==> config.mk <==
export PLATFORM = sky130hd
export DESIGN_NAME = pico9_io_hub
export DESIGN_NICKNAME = d
export VERILOG_FILES = /design/src/rtl/pico9_pkg.sv /design/src/rtl/pico9_rx_fifo.sv /design/src/rtl/pico9_io_hub.sv
export SDC_FILE = /design/constraint.sdc
export NUM_CORES = 1
export LEC_CHECK = 0
export ABC_AREA = 1
export CAP_MARGIN = 20
export CORE_ASPECT_RATIO = 1.4
export CORE_MARGIN = 2
export CORE_UTILIZATION = 63
export DETAILED_ROUTE_END_ITERATION = 8
export DONT_BUFFER_PORTS = 1
export PLACE_DENSITY_LB_ADDON = 0.15
export SKIP_LAST_GASP = 1
export SYNTH_ARGS = -nofsm -noshare
export SYNTH_HDL_FRONTEND = slang
export SYNTH_SLANG_ARGS = --single-unit
==> constraint.sdc <==
create_clock -name clk -period 1.9 [get_ports clk]
set_clock_uncertainty 0.15 [all_clocks]
set_input_delay 0.285 -clock clk [delete_from_list [all_inputs] [get_ports clk]]
set_output_delay 0.285 -clock clk [all_outputs]
set_load 0.005 [all_outputs]
==> src/rtl/pico9_pkg.sv <==
// Shared constants for the Pico9 I/O hub: widths, port addresses and status bit positions.
package pico9_pkg;

    localparam int unsigned NCH = 4;
    localparam int unsigned DW  = 9;
    localparam int unsigned PW  = 3;

    localparam logic [PW-1:0] IO_CH0   = 3'd0;
    localparam logic [PW-1:0] IO_CH1   = 3'd1;
    localparam logic [PW-1:0] IO_CH2   = 3'd2;
    localparam logic [PW-1:0] IO_CH3   = 3'd3;
    localparam logic [PW-1:0] IO_STAT  = 3'd4;
    localparam logic [PW-1:0] IO_MASK  = 3'd5;
    localparam logic [PW-1:0] IO_SCHED = 3'd6;
    localparam logic [PW-1:0] IO_OVR   = 3'd7;

    // Status word layout: {ovr_any, tx_valid[3:0], nonempty[3:0]}
    localparam int unsigned STAT_NE_LSB   = 0;
    localparam int unsigned STAT_TXV_LSB  = 4;
    localparam int unsigned STAT_OVR_BIT  = 8;
    localparam int unsigned SCHED_HIT_BIT = 8;

endpackage

==> src/rtl/pico9_rx_fifo.sv <==
// Per-channel RX FIFO; push refused while full, pop ignored while empty.
module pico9_rx_fifo #(
    parameter int unsigned DW      = 9,
    parameter int unsigned RXDEPTH = 2
) (
    input  logic          clk,
    input  logic          reset_n,
    input  logic          push_valid,
    input  logic [DW-1:0] push_data,
    input  logic          pop,
    output logic          ready_c,
    output logic          nonempty_c,
    output logic [DW-1:0] head_c
);

    localparam int unsigned AW = (RXDEPTH > 1) ? $clog2(RXDEPTH) : 1;
    localparam int unsigned CW = $clog2(RXDEPTH + 1);

    logic [DW-1:0] mem [RXDEPTH];
    logic [AW-1:0] wr_ptr;
    logic [AW-1:0] rd_ptr;
    logic [CW-1:0] count;
    logic          do_push;
    logic          do_pop;

    // Fullness/emptiness come from the count at cycle start, so a pop never frees room for a same-cycle push.
    assign ready_c    = (count != CW'(RXDEPTH));
    assign nonempty_c = (count != '0);
    assign do_push    = push_valid & ready_c;
    assign do_pop     = pop & nonempty_c;
    assign head_c     = mem[rd_ptr];

    always_ff @(posedge clk) begin
        if (do_push) begin
            mem[wr_ptr] <= push_data;
        end
    end

    // Pointers wrap naturally because RXDEPTH is a power of two.
    always_ff @(posedge clk or negedge reset_n) begin
        if (!reset_n) begin
            wr_ptr <= '0;
            rd_ptr <= '0;
            count  <= '0;
        end else begin
            if (do_push) begin
                wr_ptr <= wr_ptr + AW'(1);
            end
            if (do_pop) begin
                rd_ptr <= rd_ptr + AW'(1);
            end
            case ({do_push, do_pop})
                2'b10:   count <= count + CW'(1);
                2'b01:   count <= count - CW'(1);
                default: count <= count;
            endcase
        end
    end

endmodule

==> src/rtl/pico9_io_hub.sv <==
// Four-channel I/O hub on the Pico9 port bus: RX FIFOs, TX holding registers, status and irq.
// Define PICO9_IOHUB_SCHED_EN to build the port 6 round-robin scheduler.
module pico9_io_hub
    import pico9_pkg::*;
#(
    parameter int unsigned RXDEPTH = 2
) (
    input  logic              clk,
    input  logic              reset_n,
    input  logic [PW-1:0]     port,
    input  logic              iord,
    input  logic              iowr,
    input  logic [DW-1:0]     wdata,
    output logic [DW-1:0]     rdata,
    output logic              irq,
    input  logic [NCH-1:0]    rx_valid,
    input  logic [NCH*DW-1:0] rx_data,
    output logic [NCH-1:0]    rx_ready,
    output logic [NCH-1:0]    tx_valid,
    output logic [NCH*DW-1:0] tx_data,
    input  logic [NCH-1:0]    tx_ready
);

    logic          rd_en;
    logic          wr_en;
    logic [NCH-1:0] pop;
    logic [NCH-1:0] nonempty;
    logic [DW-1:0]  head [NCH];
    logic [NCH-1:0] tx_load;
    logic [NCH-1:0] tx_drop;
    logic [NCH-1:0] ovr;
    logic [NCH-1:0] ovr_clr;
    logic [NCH-1:0] mask;
    logic [DW-1:0]  sched_word;

    // A simultaneous write wins; read side effects are suppressed.
    assign rd_en = iord & ~iowr;
    assign wr_en = iowr;

    for (genvar n = 0; n < NCH; n++) begin : g_rx
        assign pop[n] = rd_en && (port == PW'(n));

        pico9_rx_fifo #(
            .DW      (DW),
            .RXDEPTH (RXDEPTH)
        ) u_fifo (
            .clk        (clk),
            .reset_n    (reset_n),
            .push_valid (rx_valid[n]),
            .push_data  (rx_data[n*DW +: DW]),
            .pop        (pop[n]),
            .ready_c    (rx_ready[n]),
            .nonempty_c (nonempty[n]),
            .head_c     (head[n])
        );
    end

    // TX load/drop decision uses tx_valid at cycle start, so a write racing a drain is dropped.
    always_comb begin
        tx_load = '0;
        tx_drop = '0;
        for (int n = 0; n < NCH; n++) begin
            if (wr_en && (port == PW'(n))) begin
                tx_load[n] = ~tx_valid[n];
                tx_drop[n] = tx_valid[n];
            end
        end
    end

    assign ovr_clr = (wr_en && (port == IO_OVR)) ? wdata[NCH-1:0] : '0;

    always_ff @(posedge clk or negedge reset_n) begin
        if (!reset_n) begin
            tx_valid <= '0;
            tx_data  <= '0;
            ovr      <= '0;
            mask     <= '1;
            irq      <= 1'b0;
        end else begin
            for (int n = 0; n < NCH; n++) begin
                if (tx_load[n]) begin
                    tx_valid[n]          <= 1'b1;
                    tx_data[n*DW +: DW]  <= wdata;
                end else if (tx_ready[n]) begin
                    tx_valid[n] <= 1'b0;
                end
            end
            ovr <= (ovr & ~ovr_clr) | tx_drop;
            if (wr_en && (port == IO_MASK)) begin
                mask <= wdata[NCH-1:0];
            end
            irq <= |(nonempty & mask);
        end
    end

`ifdef PICO9_IOHUB_SCHED_EN
    logic [1:0] last;
    logic [1:0] cand;
    logic [1:0] sched_ch;
    logic       sched_hit;

    // Search last+1 .. last+4 (mod 4); the final step revisits last itself.
    always_comb begin
        sched_hit = 1'b0;
        sched_ch  = last;
        cand      = last;
        for (int k = 1; k <= NCH; k++) begin
            cand = last + 2'(k);
            if (!sched_hit && nonempty[cand] && mask[cand]) begin
                sched_hit = 1'b1;
                sched_ch  = cand;
            end
        end
    end

    assign sched_word = sched_hit ? {1'b1, (DW-3)'(0), sched_ch} : '0;

    always_ff @(posedge clk or negedge reset_n) begin
        if (!reset_n) begin
            last <= 2'd3;
        end else if (rd_en && (port == IO_SCHED) && sched_hit) begin
            last <= sched_ch;
        end
    end
`else
    assign sched_word = '0;
`endif

    // Read mux: combinational, zero whenever no read strobe is present.
    always_comb begin
        rdata = '0;
        if (iord) begin
            case (port)
                IO_CH0, IO_CH1, IO_CH2, IO_CH3: begin
                    rdata = nonempty[port[1:0]] ? head[port[1:0]] : '0;
                end
                IO_STAT: begin
                    rdata[STAT_OVR_BIT]          = |ovr;
                    rdata[STAT_TXV_LSB +: NCH]   = tx_valid;
                    rdata[STAT_NE_LSB +: NCH]    = nonempty;
                end
                IO_MASK:  rdata = DW'(mask);
                IO_SCHED: rdata = sched_word;
                IO_OVR:   rdata = DW'(ovr);
                default:  rdata = '0;
            endcase
        end
    end

    // Only bit SCHED_HIT_BIT is meaningful as a flag; keep the constant tied to the word layout.
    logic unused_ok;
    assign unused_ok = (SCHED_HIT_BIT == DW - 1);

endmodule

==> results of run 1 <==
final cells by class:
cell class	instances	area [µm²]
repair buffers	87	820
inverters	114	443
clock buffers	26	584
diodes	1	2.50
clock inverters	6	66.3
fillers	541	1620
flip-flops and latches	137	3800
multi-input cells	352	1880
well taps	110	138
kinds of logic after synthesis:
group	Yosys count	share of synthesized area
AO/OA/AOI/OAI	83	0.0720
flip-flops	137	0.637
XOR/XNOR	12	0.0176
buffers and inverters	130	0.0869
adder cells (fa/ha/maj)	4	0.00840
AND/OR/NAND/NOR	253	0.178
state kept, by name, summed over array words and instances (netlist names):
register	cells
irq	1
tx_data	36
mask	4
g_rx.u_fifo.count	8
ovr	4
g_rx.u_fifo.mem	72
tx_valid	4
g_rx.u_fifo.wr_ptr	4
g_rx.u_fifo.rd_ptr	4
metal layers:
metal | track usage | vias up | part of all wire
met5 | 0 | - | 0
met4 | 0.123 | 0 | 0.040
met3 | 0.0894 | 47 | 0.077
met2 | 0.526 | 217 | 0.54
met1 | 0.312 | 2229 | 0.34
li1 | - | 2146 | -
worst paths after layout:
path                                          from                       to  slack, ps
min in group asynchronous                  reset_n  g_rx[0].u_fifo.count[0]        330
min                                       wdata[3]                  mask[3]         10
max reg2reg                g_rx[2].u_fifo.count[1]  g_rx[2].u_fifo.count[1]         60
max                          g_rx[0].u_fifo.rd_ptr                 rdata[6]       -230
min reg2reg                                mask[2]                  mask[2]        350
max in group asynchronous                  reset_n                  mask[3]        960
repair_timing:
item	CTS	global route
endpoints found under the setup margin	10	10
hold buffers	52	0
pin swaps	15	18
gates cloned	0	2
hold endpoints to repair	169	0
gates resized for setup	45	50
buffers inserted	12	0
through the flow:
step           power (mW)  worst slack, ps
5_1_grt              11.2             -308
6_report             10.7             -235
3_5_place_dp         6.36             12.9
3_3_place_gp         6.25             52.3
4_1_cts              10.3             -170
2_1_floorplan        5.76              261
cell usage in the layout (no fill, tap or decap), types with 3 or more instances in the layout:
| cell type | n |
|---|---|
| edfxtp_1 | 72 |
| nor2_4 | 3 |
| or2_2 | 8 |
| inv_1 | 103 |
| nor2_1 | 20 |
| buf_4 | 30 |
| nand3_2 | 13 |
| ha_1 | 4 |
| o21ai_2 | 4 |
| clkbuf_8 | 4 |
| dfstp_2 | 4 |
| buf_6 | 5 |
| a21oi_1 | 11 |
| inv_2 | 7 |
| dfrtp_1 | 57 |
| nand3_1 | 26 |
| nor2_2 | 3 |
| dfrtp_2 | 4 |
| a21oi_2 | 8 |
| nand2_4 | 4 |
| nand3_4 | 3 |
| nand2_2 | 23 |
| clkbuf_16 | 21 |
| inv_4 | 3 |
| xor2_1 | 8 |
| xnor2_1 | 4 |
| o21ai_0 | 53 |
| dlygate4sd3_1 | 51 |
| inv_6 | 3 |
| nand2_1 | 150 |
worst register-to-register path, delay by kind of cell, from the launching register on:
kind / cells / cell delay, ps
compound gates: 2 / 340
flops: 1 / 360
simple gates: 3 / 350
xor+xnor: 1 / 160
buf+inv: 1 / 60
fa+ha+maj: 1 / 280
power by group through the flow:
stage	logic (mW)	registers, mW	clock network, mW
finish	2.82	4.38	3.47
global route	3.08	4.45	3.62
CTS	2.50	4.34	3.49
detailed placement	1.92	4.44	0
global placement	1.84	4.40	0
floorplan	1.49	4.27	0
==> out/metrics.cfg, run 1 <==
[grt]
grt_pass1_vias=4687
grt_remaining_overflow=0
grt_usage=0.293
grt_max_degree=66
grt_first_pass_wirelength_um=22600
antenna_found_initial=1

[placement]
place_area_mm2=0.00616
io_buffers=0
hpwlAfterDp_um=9120
place_inst=734
globalplace.congestion=0.924

[yosys]
ys_ff_latch=137
post_synth_inst_count=619
synth.distinct_cells=28
ys.flop_type=edfxtp_1
synth.area.top_cells=edfxtp_1 36%, dfrtp_1 26%, nand2_1 11%
yosys_warnings=0
synth_area_mm2=0.00596
ys_seq_area_frac=0.637
synth_nets=683
syn_area_per_cell_um2=9.63
yosys.area.top_type_share=0.363
yosys.cell_count.top_type=nand2_1
async_reset_ff_frac=0.474
synth_common_cells=174 x nand2_1, 110 x inv_1, 72 x edfxtp_1, 61 x dfrtp_1, 58 x o21ai_0
synth_edf_count=72
yosysTopAreaCell=edfxtp_1

[timing]
whs_ps=10.8
max_freq_mhz=468
fin_crit_sh=1.12
tns_ps=-1310
tightest_slew_ps=330
rsz0062_at_grt=true
hold_viol=0
drv_slew=0
final-setup-viol-count=9
finalCriticalPeriod_ps=2130
setup_slack_ps=-235
slew_headroom=0.780

[critical_path]
critPathKind=flop to output pin
crit_top_cell=nand2_1
cp.buffers_inverters=3
cp_slowest_stage_delay_ps=440
cp-start-kind=flop
required_ps=1460
crit_family=flip-flops
worstPathArrival_ps=1700
reg2reg_depth=8
worstPathMaxFanout=7
worstSetupEndpointType=output pin
slowest_stage=dfrtp_2
cp_cell_sequence=buf_6, inv_6, nand2_1, nand3_1, nand2_1, inv_1, nand2_2, nand2_1, a21oi_2
crit_cells=9

[route]
first_iter_violations=344
vias=4639
ant_nets=0
wl_per_cell_um=18.1
vias_per_cell=5.57
route.detailed.drc=0
wl_um=15100
first_pass_iters=5

[layout]
utilization=0.827
fin_nets=773
syn2layout_area_growth_pct=29.8
stdcell_area_mm2=0.00773
drive_gt1_frac=0.216
instances_no_fill=833

[power]
power.switching_mw=3.34
p_sw_frac=0.314
powerDensity_mw_per_mm2=1380
p_leak_nw=3.58
p_comb_frac=0.264
ir_drop_v=0.000871
intPower_mw=7.31
sequentialPowerShare=0.411
p_clk_frac=0.325

[worst_hold_path]
hp-class=input port to flop
min_path_cells=2

[floorplan]
dieHeight_um=119
die-area_mm2=0.0103
coreArea_mm2=0.00935
io_pins=114
start_util=0.637
num_rows=42
die_w_um=86.2

[clock_network]
cts_tree=yes
cts.path.max_buffers=2
htree_levels=4
clkLatencyLatePin_ps=410
clk_pin_slew_ps=60
cts_sinks=137
cts_buffers=17
clock-root-buffer=clkbuf_16

[status]
status=finished with violations
violations=setup timing

[flow_run]
drv_cap=0

Note: power is estimated with default switching activity, not from simulation.
==> inputs of run 2 (changes only) <==
- CORE_MARGIN: 2 -> 3
==> run 2 against run 1 <==
The flow finishes with violations (hold timing, setup timing). Combinational power about the same. Wire length down 0.80%. Non-clock buffer count up 8. Register-to-register slack about the same. Sequential cell count unchanged. Hold slack worse by 13 ps. Sequential share of layout area up 0.60 points. Via count down 0.30%. Final cell count up 0.36%. Design area down 1.2%. Utilization up 0.96 points. Largest power group unchanged. Highest routed layer unchanged.
==> out/metrics.cfg, run 2 (synthesized netlist as in run 1, its figures left out) <==
[layout]
layout_commonest_cell=nand2_1  ; unchanged
largest_registers=g_rx.u_fifo.mem (72), tx_data (36), g_rx.u_fifo.count (8)  ; unchanged
regMostFlops=g_rx.u_fifo.mem  ; unchanged
n_antenna_cell=0  ; was 1
largest_register_ffs=72  ; unchanged
nFillCells=500  ; was 541
multi_input_area_mm2=0.00184  ; was 0.00188 mm²
syn2layout_area_growth_pct=28.2  ; was 29.8%
stdcell_area_mm2=0.00764  ; was 0.00773 mm²
mostFrequentLayoutCells=154 x nand2_1, 103 x inv_1, 72 x edfxtp_1  ; was 150 x nand2_1, 103 x inv_1, 72 x edfxtp_1
fin_nets=781  ; was 773
drive_gt1_frac=0.210  ; was 0.216
utilization=0.837  ; was 0.827
seq_area_mm2=0.00380  ; about the same

[timing]
tns_ps=-1280  ; was -1310 ps
whs_ps=-2.52  ; was 10.8 ps
drv_slew=0  ; unchanged
tightest_slew_ps=342  ; was 330 ps
finalCriticalPeriod_ps=2070  ; was 2130 ps
rsz0062_at_grt=true  ; unchanged
slew_headroom=0.772  ; was 0.780
fin_crit_sh=1.09  ; was 1.12
hold_viol=1  ; was 0
max_freq_mhz=482  ; was 468 MHz
final-setup-viol-count=9  ; unchanged
setup_slack_ps=-173  ; was -235 ps

[route]
route.detailed.drc=0  ; unchanged
vias_per_cell=5.53  ; was 5.57
wl_met2_um=7940  ; was 8120 µm
top_layer=met4  ; unchanged
wl_per_cell_um=17.9  ; was 18.1 µm
first_iter_violations=347  ; was 344
vias=4625  ; was 4639
wl_um=15000  ; was 15100 µm
met1_length_um=5320  ; was 5190 µm
first_pass_iters=5  ; unchanged
met3_wirelength_um=1240  ; was 1160 µm
ant_nets=0  ; unchanged

[power]
p_sw_frac=0.322  ; was 0.314
powerDensity_mw_per_mm2=1340  ; was 1380 mW/mm²
p_clk_frac=0.296  ; was 0.325
sequentialPowerShare=0.428  ; was 0.411
power.switching_mw=3.29  ; was 3.34 mW
p_leak_nw=3.57  ; was 3.58 nW
intPower_mw=6.93  ; was 7.31 mW
p_comb_frac=0.276  ; was 0.264
ir_drop_v=0.000944  ; was 0.000871 V

[grt]
grt_max_degree=66  ; unchanged
grt_usage=0.289  ; was 0.293
grt_remaining_overflow=0  ; unchanged
grt_first_pass_wirelength_um=22900  ; was 22600 µm
antenna_found_initial=0  ; was 1
grt_pass1_vias=4654  ; was 4687

[status]
violations=hold timing, setup timing  ; was setup timing
status=finished with violations  ; unchanged

[critical_path]
worstSetupEndpointType=output pin  ; unchanged
worstPathMaxFanout=7  ; unchanged
worstPathArrival_ps=1640  ; was 1700 ps
required_ps=1460  ; about the same
critPathKind=flop to output pin  ; unchanged
cp-start-kind=flop  ; unchanged

[placement]
post-place-ws_ps=63.0  ; was 12.9 ps
globalplace.congestion=0.923  ; was 0.924
place_area_mm2=0.00617  ; was 0.00616 mm²
hpwlAfterDp_um=9690  ; was 9120 µm
io_buffers=0  ; unchanged

[floorplan]
dieHeight_um=121  ; was 119 µm
die_w_um=88.2  ; was 86.2 µm
io_pins=114  ; unchanged
die-area_mm2=0.0107  ; was 0.0103 mm²
coreArea_mm2=0.00913  ; was 0.00935 mm²
start_util=0.653  ; was 0.637
num_rows=41  ; was 42

[clock_network]
cts.path.max_buffers=2  ; unchanged
cts_buffers=17  ; unchanged
clk_pin_slew_ps=60  ; about the same
cts_tree=yes  ; unchanged
clkLatencyLatePin_ps=420  ; was 410 ps
clock-root-buffer=clkbuf_16  ; unchanged
cts_sinks=137  ; unchanged
htree_levels=4  ; unchanged

[worst_hold_path]
hp-class=input port to flop  ; unchanged

[flow_run]
drv_cap=0  ; unchanged

==> run 2: cell count changes in the layout (fill, tap and decap cells not counted), sizes merged <==
cell | previous run | this run
dlygate4sd3 | 51 | 53
clkbuf | 26 | 21
clkinvlp | 1 | 0
inv | 116 | 117
diode | 1 | 0
buf | 36 | 42
clkinv | 2 | 7
bufinv | 1 | 0
==> run 2: worst max-delay path, stage by stage (launching register included) <==
cell and delay (ps):
dfrtp_2 430, buf_6 140, inv_2 70, nand2_1 60, nand3_1 90, nand2_1 80
inv_1 50, nand2_1 70, nand2_1 60, a21oi_2 180
==> run 2: power groups by stage <==
stage               combinational (mW)  sequential (mW)  clock (mW)
global route                      3.13             4.44        3.19
CTS                               2.62             4.36        3.05
detailed placement                2.00             4.41           0
global placement                  1.92             4.38           0
floorplan                         1.49             4.27           0
finish                            2.82             4.37        3.02
==> run 2: final timing paths <==
path / from / to / slack [ps] / cells after the start
max in group asynchronous: reset_n / mask[3] / 1020 / 2
max reg2reg: g_rx[0].u_fifo.count[1] / g_rx[0].u_fifo.count[1] / 70 / 9
min in group asynchronous: reset_n / g_rx[2].u_fifo.rd_ptr / 280 / 2
max: g_rx[0].u_fifo.rd_ptr / rdata[6] / -170 / 9
min reg2reg: ovr[1] / ovr[1] / 360 / 2
min: port[0] / ovr[1] / -3 / 4
==> run 2: cell type report <==
type                    count  share of cell area
inverters                 114              0.0570
flip-flops and latches    137               0.497
clock buffers              21              0.0631
repair buffers             95               0.116
well taps                 107              0.0175
multi-input cells         352               0.241
clock inverters            10             0.00868
==> run 2: routing by layer <==
layer / GRT usage / up-vias
li1: - / 2168
met1: 0.326 / 2214
met2: 0.503 / 203
met3: 0.0781 / 40
met4: 0.125 / 0
met5: 0 / -
==> run 2: repair_timing <==
item	4_1_cts	5_1_grt
endpoints found under the hold margin	173	0
resized for setup	57	23
pin swaps	28	23
gates cloned	1	1
hold buffers	54	0
setup buffers	15	2
endpoints found under the setup margin	9	9
==> run 2: metrics by stage <==
stage,cells,power [mW]
final,836,10.2
after global routing,836,10.8
after CTS,833,10.0
after detailed placement,732,6.42
after global placement,732,6.30
after floorplan,619,5.76
